==> src/rtl/scan_sndr.sv <==
// Scan link serial transmitter.
// Takes 16-bit words from a valid/ready stream and, after a send-sync pulse,
// shifts FRAME_WORDS words out MSB first. Frame sync is high for every bit of
// a word, then the line idles for GAP_BITS bit periods.
// Optional feature macro: SNDR_PARITY_EN appends an odd-parity bit to each
// word, sent with frame sync still high.
module scan_sndr #(
  parameter int CLK_DIV     = 4,
  parameter int GAP_BITS    = 2,
  parameter int FRAME_WORDS = 4096
) (
  input  logic        sys_clk,
  input  logic        rst_n,
  input  logic        i_send_sync,
  input  logic [15:0] i_st_data,
  input  logic        i_st_vld,
  output logic        o_st_rdy,
  output logic        o_snd_clk,
  output logic        o_snd_data,
  output logic        o_snd_fs,
  output logic        o_busy,
  output logic        o_frame_done
);

`ifdef SNDR_PARITY_EN
  localparam int NB = 17;
`else
  localparam int NB = 16;
`endif
  localparam int CW  = (CLK_DIV > 2) ? $clog2(CLK_DIV) : 1;
  localparam int WCW = $clog2(FRAME_WORDS + 1);
  localparam int GCW = (GAP_BITS > 1) ? $clog2(GAP_BITS + 1) : 1;

  typedef enum logic [2:0] {
    S_IDLE,
    S_FETCH,
    S_ARM,
    S_SHIFT,
    S_GAP
  } state_t;

  state_t           state_q, state_d;
  logic [CW-1:0]    cnt_q, cnt_d;
  logic [WCW-1:0]   word_cnt_q, word_cnt_d;
  logic [GCW-1:0]   gap_cnt_q, gap_cnt_d;
  logic [4:0]       bit_cnt_q, bit_cnt_d;
  logic             fs_q, fs_d;
  logic             data_q, data_d;
  logic [NB-1:0]    sh_q, sh_d;
  logic             bnd;
  logic             st_rdy;
  logic             frame_done;
  logic [WCW-1:0]   wc_inc;

  // Word as it goes on the line: data bits, plus odd parity when enabled.
  function automatic logic [NB-1:0] line_word(input logic [15:0] w);
`ifdef SNDR_PARITY_EN
    return {w, ~^w};
`else
    return w;
`endif
  endfunction

  // A bit boundary is the cycle whose edge wraps the divider back to 0.
  assign bnd    = (cnt_q == CW'(CLK_DIV - 1));
  assign wc_inc = word_cnt_q + 1'b1;

  // Divider, frame sequencing and line next-state.
  always_comb begin
    state_d    = state_q;
    cnt_d      = bnd ? '0 : cnt_q + 1'b1;
    word_cnt_d = word_cnt_q;
    gap_cnt_d  = gap_cnt_q;
    bit_cnt_d  = bit_cnt_q;
    fs_d       = fs_q;
    data_d     = data_q;
    sh_d       = sh_q;
    st_rdy     = 1'b0;
    frame_done = 1'b0;
    case (state_q)
      S_IDLE: begin
        if (i_send_sync) begin
          state_d    = S_FETCH;
          word_cnt_d = '0;
        end
      end
      S_FETCH: begin
        st_rdy = 1'b1;
        if (i_st_vld) begin
          sh_d    = line_word(i_st_data);
          state_d = S_ARM;
        end
      end
      S_ARM: begin
        if (bnd) begin
          fs_d      = 1'b1;
          data_d    = sh_q[NB-1];
          sh_d      = {sh_q[NB-2:0], 1'b0};
          bit_cnt_d = 5'(NB - 1);
          state_d   = S_SHIFT;
        end
      end
      S_SHIFT: begin
        if (bnd) begin
          if (bit_cnt_q == 5'd0) begin
            fs_d      = 1'b0;
            data_d    = 1'b0;
            gap_cnt_d = GCW'(GAP_BITS - 1);
            state_d   = S_GAP;
          end else begin
            data_d    = sh_q[NB-1];
            sh_d      = {sh_q[NB-2:0], 1'b0};
            bit_cnt_d = bit_cnt_q - 1'b1;
          end
        end
      end
      S_GAP: begin
        // Leaving on the boundary where the count reaches zero lets the
        // FETCH/ARM bit period overlap the last gap period, so back-to-back
        // words see exactly GAP_BITS idle periods.
        if (bnd) begin
          if (gap_cnt_q <= GCW'(1)) begin
            word_cnt_d = wc_inc;
            if (wc_inc == WCW'(FRAME_WORDS)) begin
              frame_done = 1'b1;
              state_d    = S_IDLE;
            end else begin
              state_d = S_FETCH;
            end
          end else begin
            gap_cnt_d = gap_cnt_q - 1'b1;
          end
        end
      end
      default: state_d = S_IDLE;
    endcase
  end

  // Control and line registers; reset drops the line and aborts any frame.
  always_ff @(posedge sys_clk) begin
    if (!rst_n) begin
      state_q    <= S_IDLE;
      cnt_q      <= '0;
      word_cnt_q <= '0;
      gap_cnt_q  <= '0;
      bit_cnt_q  <= '0;
      fs_q       <= 1'b0;
      data_q     <= 1'b0;
    end else begin
      state_q    <= state_d;
      cnt_q      <= cnt_d;
      word_cnt_q <= word_cnt_d;
      gap_cnt_q  <= gap_cnt_d;
      bit_cnt_q  <= bit_cnt_d;
      fs_q       <= fs_d;
      data_q     <= data_d;
    end
  end

  // Shift register holds word data only; it is always reloaded before use.
  always_ff @(posedge sys_clk) begin
    sh_q <= sh_d;
  end

  assign o_snd_clk    = (cnt_q >= CW'(CLK_DIV / 2));
  assign o_snd_data   = data_q;
  assign o_snd_fs     = fs_q;
  assign o_st_rdy     = st_rdy;
  assign o_busy       = (state_q != S_IDLE);
  assign o_frame_done = frame_done;

endmodule

==> config.mk <==
export PLATFORM = sky130hd
export DESIGN_NAME = scan_sndr
export DESIGN_NICKNAME = d
export VERILOG_FILES = /design/src/rtl/scan_sndr.sv
export SDC_FILE = /design/constraint.sdc
export NUM_CORES = 1
export LEC_CHECK = 0
export BUFFER_PORTS_ARGS = -buffer_cell sky130_fd_sc_hd__buf_2
export CAP_MARGIN = 20
export CORE_UTILIZATION = 53
export CTS_CLUSTER_DIAMETER = 150
export CTS_CLUSTER_SIZE = 25
export DETAILED_ROUTE_END_ITERATION = 10
export PLACE_DENSITY = 0.81
export SYNTH_ARGS = -nofsm -noshare
export SYNTH_HDL_FRONTEND = slang
export SYNTH_SLANG_ARGS = --single-unit
==> constraint.sdc <==
create_clock -name sys_clk -period 3.7 [get_ports sys_clk]
set_input_delay 0.555 -clock sys_clk [delete_from_list [all_inputs] [get_ports sys_clk]]
set_output_delay 0.555 -clock sys_clk [all_outputs]
set_load 0.02 [all_outputs]
==> results.ini, run 1 <==
[floorplan]
row_count = 23
fp.coreArea_sq_um = 4058
die_x_um = 67.46
die-area_sq_um = 4551
ios = 26
start_util = 0.5597
chipHeight_um = 67.46

[yosys]
synth.area.top_cells = dfxtp_1, edfxtp_1, mux2_2
ys_seq_area_frac = 0.4496
yosysTopAreaCellShare = 0.2380
netlist_area_sq_um = 2271
ys_ff_latch = 43
syn-num-nets = 265
yosys.area_share.xor_xnor = 0.01928
synth-simple-area-share = 0.2187
synthFlopType = dfxtp_1
synthAdderAreaFrac = 0.03306
synth_warnings = 0
synth_top_family_by_area = simple AND/OR/NAND/NOR gates
yosysUniqueCellTypes = 50
synth_edf_count = 16
syn_inst = 239
synth-compound-area-share = 0.1592
synth.area.mux_share = 0.08430
synth_top_area_cell = dfxtp_1
synth_async_sr_flop_share = 0
syn_avg_cell_area_sq_um = 9.502

[place]
place.gp.congestion = 0.8553
placed_cells = 301
dp.final_hpwl_mm = 3.096
place_ws_ns = 1.168
io_buffers = 25

[layout]
ff_latch_area_sq_um = 1021
drive_gt1_frac = 0.2162
n_antenna_cell = 0
fin_cells = 309
multiInputGateArea_sq_um = 1169
syn2layout_area_growth_pct = 9.917
fillCellCount = 354
fin_nets = 284

[sta]
worstMarginPinSlew_ns = 0.7359
hold_viol = 0
max_freq_mhz = 346.7
setup_ws_ns = 0.8159
finalClockSkew_ns = 0.007969
setup_tns_ns = 0
final.period_utilization = 0.7795
slew_headroom = 0.5094
rsz0062_at_grt = false
drv_slew = 0
finalCriticalPeriod_ns = 2.884
setup_viol_count_final = 0

[pwr]
power_leakage_uw = 0.0009163
peakVddDrop_uv = 227.8
powerDensity_nw_per_um2 = 437.4

[worst_hold_path]
min_path_type = register to register
hp-start = cnt_q[0]

[clock_tree]
cts_buffers = 5
cts_resized = 0
worstSkewPairLatency_ns = 0.30
path_clk_slew_ns = 0.08
h-tree-depth = 2
cts_setup_buffers = 0
clock-root-buffer = clkbuf_8
cts-hold-fix-buffers = 0
cts_tree = built
cts_sinks = 43
clk_path_buf_depth = 2

[setup_path]
cpLargestDelayFamily = simple AND/OR/NAND/NOR gates
cp_slowest_cell = or4_1
r2r_start = state_q[2]
crit_chain = nand4_2, o31a_1, or4_1, nor4_2, and2_1, buf_2
crit_type = register to primary output
critPathLaunchType = register
critPathMaxStageDelay_ns = 0.50
reg2reg_slack_ns = 1.39
crit_buf_inv = 1
critPathRequiredTime_ns = 3.14
worstSetupEndpointType = primary output
cp-endpoint = o_frame_done
r2r-end = word_cnt_q[9]
cp.arrival_ns = 2.33
rr_worst_depth = 5
crit_start = word_cnt_q[1]
path_max_fanout = 7
cp_num_cells = 6

[flow_run]
drv_cap = 0

[drt]
vias_per_cell = 5.958
ant_nets = 0
wl_per_cell_um = 14.77
drt_iter0_markers = 122
route.detailed.drc = 0
vias = 1841
dr.pass1.iters = 4
drt-total-wl_mm = 4.563

[grt]
grt_use_met1 = 0.2964
grt_max_degree = 19
overflow = 0
grt_pass1_vias = 1500
grt_pass1_wl_mm = 7.093
grt_use_total = 0.2136
grtUsageMet3 = 0.05574
use_met2 = 0.3144
antenna_found_initial = 0
top_usage_layer = met2

[run_status]
status = complete, no violations

[stage by stage]
step	area (sq um)	utilization	hold slack (ns)	total power, uW
6_report	2496	0.6152	0.4538	1092
5_1_grt	2496	0.6152	0.4862	1153
4_1_cts	2496	0.6152	0.4575	1104
3_5_place_dp	2411	0.5942	0.4380	809.7
3_3_place_gp	2411	0.5942	0.4324	804.6
2_1_floorplan	2271	-	0.4173	750.8
[placed cells by master, fill, tap and decap left out, drive strengths merged, types with 3 or more instances in the layout]
| master | Yosys | final |
|---|---|---|
| mux2 | 17 | 17 |
| dfxtp | 27 | 27 |
| inv | 6 | 6 |
| nor2 | 24 | 24 |
| a21oi | 13 | 13 |
| a211oi | 3 | 3 |
| nand2 | 19 | 19 |
| a21boi | 3 | 3 |
| o21ai | 13 | 13 |
| and3 | 5 | 5 |
| nand4b | 3 | 3 |
| ha | 6 | 6 |
| a31oi | 10 | 10 |
| nand2b | 3 | 3 |
| edfxtp | 16 | 16 |
| nand3 | 8 | 8 |
| buf | 2 | 26 |
| nor4 | 3 | 3 |
| clkbuf | 12 | 6 |
| xor2 | 3 | 3 |
| nand3b | 4 | 4 |
| nor3 | 5 | 5 |
[cell type report]
type	count	area share
clock inverter	2	0.005013
sequential	43	0.4090
inverter	7	0.01053
tap	50	0.02506
multi-input combinational	175	0.4682
timing repair buffer	26	0.05313
clock buffer	6	0.02907
[cell families (layout without fill, tap and decap cells)]
kind of cell	after synthesis	in the layout
AND/OR/NAND/NOR	91	91
AO/OA/AOI/OAI	56	56
flip-flops	43	43
buffers and inverters	21	41
multiplexers	17	17
adder cells (fa/ha/maj)	6	6
XOR/XNOR	5	5
[sequential cells by signal, indices dropped and copies added, names as in the netlist]
name,flops
bit_cnt_q,5
cnt_q,2
gap_cnt_q,2
o_snd_data,1
o_snd_fs,1
sh_q,16
state_q,3
word_cnt_q,13
[synthesized netlist by cell type (all sizes together), types with 3 or more instances]
cell type  instances
nor3               5
xor2               3
a21boi             3
mux2              17
dfxtp             27
o21ai             13
nor2              24
nand3              8
nand4b             3
inv                6
ha                 6
a211oi             3
edfxtp            16
clkbuf            12
nand3b             4
and3               5
nand2             19
a21oi             13
nand2b             3
a31oi             10
nor4               3
[report_power, final]
group	internal, uW	switching, uW
sequential	548	40.4
combinational	91.0	121
clock	132	160
[metal layers]
layer	routed length, um	share of wire
met2	2167	0.47
met4	62	0.014
met5	0	0
met1	2129	0.47
met3	204	0.045
[worst min-delay path by stage]
stage | end | slack [ns] | cells past startpoint
floorplan | cnt_q[0] | 0.42 | 1
global placement | cnt_q[0] | 0.43 | 1
detailed placement | cnt_q[0] | 0.44 | 1
CTS | cnt_q[0] | 0.46 | 1
global route | cnt_q[0] | 0.49 | 1
finish | cnt_q[0] | 0.45 | 1
(Power assumes the default switching activity.)
==> run 2: changes to the inputs <==
Settings changed: ABC_AREA set to 1, CORE_UTILIZATION 53 to 52, PLACE_DENSITY 0.81 to 0.83.
Clock period 3.7 ns to 2.5 ns, I/O delays scaled along.
==> run 2 against run 1 <==
  * Hold slack lost 0.13 ns
  * Critical path type unchanged
  * Core utilization grew 1.2 points
  * Flip-flop and latch count is the same
  * Combinational power grew to 3.1 times the previous value
  * Non-clock buffer count is the same
  * Clock skew shrank 0.0016 ns
  * First-iteration DRC count shrank 29%
  * Clock power grew 95%
  * Wire length is essentially flat
  * Synthesized area grew 2.0%
  * Worst setup slack lost 0.62 ns
  * Sequential power grew 77%
  * Highest routed layer unchanged
==> results.ini, run 2 <==
[pwr]
combPwrFrac = 0.290  ; was 0.194
power_leakage_uw = 0.001071  ; was 0.0009163 uW
internal_power_uw = 1468  ; was 770.7 uW
clock_power_share = 0.251  ; was 0.267
peakVddDrop_uv = 455.2  ; was 227.8 uV
seq_power_share = 0.459  ; was 0.539
switchingPower_uw = 793.5  ; was 321.0 uW
p_sw_frac = 0.3508  ; was 0.2940
powerDensity_nw_per_um2 = 870.7  ; was 437.4 nW/um^2

[setup_path]
r2r-end = bit_cnt_q[4]  ; was word_cnt_q[9]
r2r_start = state_q[1]  ; was state_q[2]
crit_type = register to primary output  ; unchanged
path_max_fanout = 5  ; was 7
rr_worst_depth = 11  ; was 5
critPathLaunchType = register  ; unchanged
worstSetupEndpointType = primary output  ; unchanged
critPathRequiredTime_ns = 2.12  ; was 3.14 ns
cp.arrival_ns = 1.93  ; was 2.33 ns
reg2reg_slack_ns = 0.70  ; was 1.39 ns

[grt]
grt_pass1_wl_mm = 7.935  ; was 7.093 mm
grt_pass1_vias = 1903  ; was 1,500
grt_use_met1 = 0.2769  ; was 0.2964
antenna_found_initial = 0  ; unchanged
grt_use_total = 0.2297  ; was 0.2136
grt_max_degree = 19  ; unchanged
use_met2 = 0.3909  ; was 0.3144
grtUsageMet3 = 0.04934  ; was 0.05574
overflow = 0  ; unchanged
top_usage_layer = met2  ; unchanged

[yosys]
yosysTopAreaCellShare = 0.2333  ; was 0.2380
ys_seq_area_frac = 0.4406  ; was 0.4496
synth_async_sr_flop_share = 0  ; unchanged
synth.area.top_cells = dfxtp_1, edfxtp_1, nand2_1  ; was dfxtp_1, edfxtp_1, mux2_2
synth.most_common_cell = nand2_1  ; was dfxtp_1
syn-num-nets = 335  ; was 265
synth_warnings = 0  ; unchanged
netlist_area_sq_um = 2317  ; was 2271 sq um
ys_ff_latch = 43  ; unchanged
synthFlopType = dfxtp_1  ; unchanged
synth_edf_count = 16  ; unchanged
syn_inst = 309  ; was 239
syn_avg_cell_area_sq_um = 7.499  ; was 9.502 sq um
synth_top_area_cell = dfxtp_1  ; unchanged
synth_common_cells = nand2_1, dfxtp_1, inv_1, nor2_1, nand3_1  ; was dfxtp_1, nor2_1, nand2_1, mux2_2, edfxtp_1
yosysUniqueCellTypes = 36  ; was 50

[sta]
slew_headroom = 0.6563  ; was 0.5094
finalCriticalPeriod_ns = 2.308
rsz0062_at_grt = false  ; unchanged
worstMarginPinSlew_ns = 0.5123  ; was 0.7359 ns
max_freq_mhz = 433.4
final.period_utilization = 0.9230
setup_viol_count_final = 0  ; unchanged
setup_tns_ns = 0  ; unchanged
drv_slew = 0  ; unchanged
finalClockSkew_ns = 0.006348  ; was 0.007969 ns
hold_viol = 0  ; unchanged

[layout]
largest_register = sh_q  ; unchanged
fillCellCount = 377  ; was 354
fin_nets = 362  ; was 284
ff_latch_area_sq_um = 1022  ; was 1021 sq um
design_area_sq_um = 2597  ; was 2496 sq um
layout.cells.most_common = nand2_1  ; was dfxtp_1
multiInputGateArea_sq_um = 1136  ; was 1169 sq um
largest_reg_flops = 16  ; unchanged
n_antenna_cell = 0  ; unchanged
mostFrequentLayoutCells = nand2_1, inv_1, dfxtp_1, buf_2, nor2_1  ; was dfxtp_1, buf_2, nor2_1, nand2_1, mux2_2
syn2layout_area_growth_pct = 12.09  ; was 9.917%
top_regs = sh_q (16), word_cnt_q (13), bit_cnt_q (5)  ; unchanged
drive_gt1_frac = 0.1840  ; was 0.2162

[worst_hold_path]
worstHoldPathCells = 3  ; was 1
worstHoldEndpoint = sh_q[11]  ; was cnt_q[0]
min_path_type = input pin to register  ; was register to register
hp-start = i_st_data[11]  ; was cnt_q[0]

[floorplan]
start_util = 0.5592  ; was 0.5597
die_x_um = 68.76  ; was 67.46 um
die-area_sq_um = 4727  ; was 4551 sq um
ios = 26  ; unchanged
chipHeight_um = 68.76  ; was 67.46 um
row_count = 23  ; unchanged
fp.coreArea_sq_um = 4144  ; was 4058 sq um

[drt]
vias_per_cell = 5.160  ; was 5.958
vias = 1997  ; was 1,841
drt-total-wl_mm = 4.564  ; was 4.563 mm
route.detailed.drc = 0  ; unchanged
drt_iter0_markers = 87  ; was 122
ant_nets = 0  ; unchanged
wl_per_cell_um = 11.79  ; was 14.77 um
dr.pass1.iters = 4  ; unchanged

[clock_tree]
path_clk_slew_ns = 0.09  ; was 0.08 ns
cts-hold-fix-buffers = 0  ; unchanged
cts_tree = built  ; unchanged
clk_path_buf_depth = 2  ; unchanged
h-tree-depth = 2  ; unchanged
cts_resized = 0  ; unchanged
worstSkewPairLatency_ns = 0.31  ; was 0.30 ns
clock-root-buffer = clkbuf_8  ; unchanged
cts_sinks = 43  ; unchanged
cts_buffers = 5  ; unchanged
cts_setup_buffers = 0  ; unchanged

[place]
dp.final_hpwl_mm = 3.185  ; was 3.096 mm
place.gp.congestion = 0.8627  ; was 0.8553
placed_cell_area_sq_um = 2479  ; was 2411 sq um
io_buffers = 25  ; unchanged

[flow_run]
drv_cap = 0  ; unchanged

[run_status]
status = complete, no violations  ; unchanged

run 2: stage by stage:
| step | setup slack [ns] | hold WS [ns] | std cells | power, uW | util |
|---|---|---|---|---|---|
| 6_report | 0.1925 | 0.3219 | 387 | 2262 | 0.6268 |
| 4_1_cts | 0.1307 | 0.3143 | 387 | 2272 | 0.6259 |
| 3_3_place_gp | 0.5605 | 0.4449 | 379 | 1693 | 0.5981 |
| 2_1_floorplan | 0.5467 | 0.4316 | 309 | 1560 | - |
| 3_5_place_dp | 0.5021 | 0.4536 | 379 | 1705 | 0.5981 |
| 5_1_grt | 0.00002864 | 0.3275 | 387 | 2404 | 0.6268 |
run 2: cell families (layout without fill, tap and decap cells):
logic type	Yosys count	after routing	share of synthesized area
fa+ha+maj	6	6	0.03240
xor+xnor	1	1	0.003780
compound gates	37	37	0.09395
buf+inv	39	67	0.07019
simple gates	183	183	0.3591
flops	43	43	0.4406
run 2: how the worst max path moves through the flow:
stage / startpoint / endpoint / slack [ns] / cells after the start
2_1_floorplan: cnt_q[0] / sh_q[0] / 0.55 / 5
3_3_place_gp: word_cnt_q[0] / o_frame_done / 0.56 / 12
3_5_place_dp: word_cnt_q[1] / o_frame_done / 0.50 / 12
4_1_cts: word_cnt_q[0] / o_frame_done / 0.13 / 12
5_1_grt: word_cnt_q[0] / o_frame_done / 0.00003 / 12
6_report: word_cnt_q[0] / o_frame_done / 0.19 / 12
run 2: power groups by stage:
stage / Sequential [uW] / Combinational [uW] / Clock, uW
after floorplan: 1040 / 522 / 0
after global placement: 1050 / 646 / 0
after detailed placement: 1050 / 651 / 0
after CTS: 1040 / 655 / 577
after global routing: 1060 / 741 / 606
final: 1040 / 656 / 568
run 2: critical path, stage by stage (launching register included):
cell,delay [ns]
dfxtp_1,0.41
ha_1,0.21
nand2_1,0.10
nor2_2,0.17
nand2_1,0.08
nand2_1,0.06
nand2_1,0.06
inv_1,0.05
nand2_1,0.05
nor2_1,0.08
nand3_1,0.10
nor2_1,0.09
buf_2,0.16
run 2: cell type report:
cell class | instances | share of cell area
Multi-Input combinational cell | 227 | 0.4374
Sequential cell | 43 | 0.3935
Timing Repair Buffer | 26 | 0.05106
Inverter | 33 | 0.04961
Clock buffer | 5 | 0.02649
Tap cell | 50 | 0.02408
Clock inverter | 3 | 0.01782
run 2: per-layer routing:
layer | share of wire | vias up
li1 | - | 1054
met1 | 0.47 | 876
met2 | 0.45 | 60
met3 | 0.065 | 7
met4 | 0.017 | 0
met5 | 0 | -
==> run 3: changes to the inputs <==
Settings changed: CORE_UTILIZATION 52 to 35, PLACE_DENSITY 0.83 to 0.62.
==> run 3 against run 2 <==
  * Combinational power hardly changed
  * First-iteration DRC count down 26%
  * Sequential share of layout area decreased by 0.61 points
  * Clock skew up 0.0090 ns
==> results.ini, run 3 (synthesis gave the netlist of run 2 again) <==
[clock_tree]
cts_tree = built  ; unchanged
h-tree-depth = 2  ; unchanged
clk_path_buf_depth = 2  ; unchanged
clock-root-buffer = clkbuf_8  ; unchanged
cts_buffers = 5  ; unchanged
cts_sinks = 43  ; unchanged
worstSkewPairLatency_ns = 0.30  ; was 0.31 ns
path_clk_slew_ns = 0.09  ; about the same

[drt]
m1WireLength_mm = 2.273  ; was 2.150 mm
vias_per_cell = 4.733  ; was 5.160
dr_wl_met2_mm = 2.064  ; was 2.038 mm
wl_per_cell_um = 11.07  ; was 11.79 um
route.detailed.drc = 0  ; unchanged
dr.pass1.iters = 4  ; unchanged
drt-total-wl_mm = 4.594  ; was 4.564 mm
wl_met3_um = 189  ; was 298 um
drt_iter0_markers = 64  ; was 87
highest_layer = met4  ; unchanged
vias = 1964  ; was 1,997
ant_nets = 0  ; unchanged

[pwr]
peakVddDrop_uv = 569.4  ; was 455.2 uV
power_leakage_uw = 0.001077  ; was 0.001071 uW
seq_power_share = 0.465  ; was 0.459
switchingPower_uw = 775.3  ; was 793.5 uW
powerDensity_nw_per_um2 = 848.4  ; was 870.7 nW/um^2
internal_power_uw = 1460  ; was 1468 uW
p_sw_frac = 0.3468  ; was 0.3508
combPwrFrac = 0.294  ; was 0.290
clock_power_share = 0.241  ; was 0.251

[place]
placed_cell_area_sq_um = 2520  ; was 2479 sq um
place_ws_ns = 0.4900  ; was 0.5021 ns
placed_cells = 407  ; was 379
dp.final_hpwl_mm = 3.211  ; was 3.185 mm
io_buffers = 25  ; unchanged
place.gp.congestion = 0.8000  ; was 0.8627

[setup_path]
crit_buf_inv = 2  ; unchanged
cp.arrival_ns = 1.90  ; was 1.93 ns
cpLargestDelayFamily = simple AND/OR/NAND/NOR gates  ; unchanged
worstSetupEndpointType = primary output  ; unchanged
critPathRequiredTime_ns = 2.12  ; about the same
critPathLaunchType = register  ; unchanged
crit_type = register to primary output  ; unchanged
critPathMaxStageDelay_ns = 0.38  ; was 0.41 ns
cp_slowest_cell = dfxtp_1  ; unchanged
path_max_fanout = 4  ; was 5
crit_chain = ha_1, nand2_1, inv_1, nand3_1, xor2_1, nor2_1, nand3_1, nor2_1, buf_2  ; was ha_1, nand2_1, nor2_2, nand2_1, nand2_1, nand2_1, inv_1, nand2_1, nor2_1, nand3_1, nor2_1, buf_2

[sta]
setup_viol_count_final = 0  ; unchanged
slew_headroom = 0.6520  ; was 0.6563
finalCriticalPeriod_ns = 2.272  ; was 2.308 ns
final.period_utilization = 0.9088  ; was 0.9230
rsz0062_at_grt = false  ; unchanged
max_freq_mhz = 440.2  ; was 433.4 MHz
setup_ws_ns = 0.2281  ; was 0.1925 ns
drv_slew = 0  ; unchanged
setup_tns_ns = 0  ; unchanged
hold_viol = 0  ; unchanged
worstMarginPinSlew_ns = 0.5187  ; was 0.5123 ns
finalClockSkew_ns = 0.01534  ; was 0.006348 ns

[floorplan]
row_count = 29  ; was 23
die-area_sq_um = 6950  ; was 4727 sq um
ios = 26  ; unchanged
die_x_um = 83.37  ; was 68.76 um
chipHeight_um = 83.37  ; was 68.76 um
fp.coreArea_sq_um = 6386  ; was 4144 sq um
start_util = 0.3629  ; was 0.5592

[layout]
fin_cells = 415  ; was 387
fin_nets = 363  ; was 362
design_area_sq_um = 2635  ; was 2597 sq um
drive_gt1_frac = 0.1805  ; was 0.1840
fillCellCount = 674  ; was 377
largest_register = sh_q  ; unchanged
top_regs = sh_q (16), word_cnt_q (13), bit_cnt_q (5)  ; unchanged
syn2layout_area_growth_pct = 13.72  ; was 12.09%
largest_reg_flops = 16  ; unchanged
n_antenna_cell = 0  ; unchanged
layout.cells.most_common = nand2_1  ; unchanged
mostFrequentLayoutCells = nand2_1, dfxtp_1, inv_1, buf_2, nor2_1  ; was nand2_1, inv_1, dfxtp_1, buf_2, nor2_1

[grt]
grt_pass1_wl_mm = 8.114  ; was 7.935 mm
grt_max_degree = 19  ; unchanged
antenna_found_initial = 0  ; unchanged
grt_use_total = 0.1430  ; was 0.2297
grt_pass1_vias = 1852  ; was 1,903
overflow = 0  ; unchanged

[flow_run]
drv_cap = 0  ; unchanged

[run_status]
status = complete, no violations  ; unchanged

[worst_hold_path]
min_path_type = input pin to register  ; unchanged

[run 3: worst reg2reg max path, stage by stage, from the launching register on]
cell	delay, ns
dfxtp_1	0.43
inv_2	0.10
nor2_4	0.35
inv_4	0.17
nor2_4	0.14
nand2_2	0.10
inv_4	0.09
nand3_2	0.08
nor2_2	0.11
nand2_1	0.06
nand2_1	0.05
nor2_1	0.04
[run 3: repair_timing]
item	in CTS	in global routing
setup endpoints to repair	0	1
buffers inserted	0	0
resized for setup	0	2
hold buffers	0	0
[run 3: metal layers]
metal  up-vias  track usage
met2        37       0.2370
met4         0      0.05486
met5         -            0
met1       868       0.1811
li1       1054            -
met3         5      0.03181
[run 3: per-stage QoR]
step / util / total power [uW] / hold slack, ns
after detailed placement: 0.3946 / 1718 / 0.4567
after global routing: 0.4126 / 2376 / 0.3344
after CTS: 0.4114 / 2265 / 0.3192
final: 0.4126 / 2236 / 0.3297
after floorplan: - / 1560 / 0.4316
after global placement: 0.3946 / 1718 / 0.4429
[run 3: final cells by class]
cell class | count | area, sq um | area share
Multi-Input combinational cell | 227 | 1141 | 0.4330
Sequential cell | 43 | 1021 | 0.3875
Timing Repair Buffer | 27 | 140.1 | 0.05318
Inverter | 33 | 128.9 | 0.04891
Tap cell | 77 | 96.34 | 0.03656
Clock buffer | 5 | 68.82 | 0.02612
Clock inverter | 3 | 38.79 | 0.01472
[run 3: worst paths after layout]
| check | from | endpoint | slack [ns] | depth (start not counted) |
|---|---|---|---|---|
| min reg2reg | gap_cnt_q[0] | gap_cnt_q[0] | 0.47 | 1 |
| max | word_cnt_q[1] | o_frame_done | 0.23 | 9 |
| max reg2reg | state_q[1] | bit_cnt_q[4] | 0.68 | 11 |
| min | i_st_data[4] | sh_q[4] | 0.33 | 3 |
[run 3: power by group through the flow]
| stage | clock, uW | combinational, uW | sequential [uW] |
|---|---|---|---|
| after floorplan | 0 | 522 | 1040 |
| after global placement | 0 | 665 | 1050 |
| after detailed placement | 0 | 662 | 1060 |
| after CTS | 559 | 665 | 1040 |
| after global routing | 575 | 742 | 1060 |
| final | 540 | 657 | 1040 |
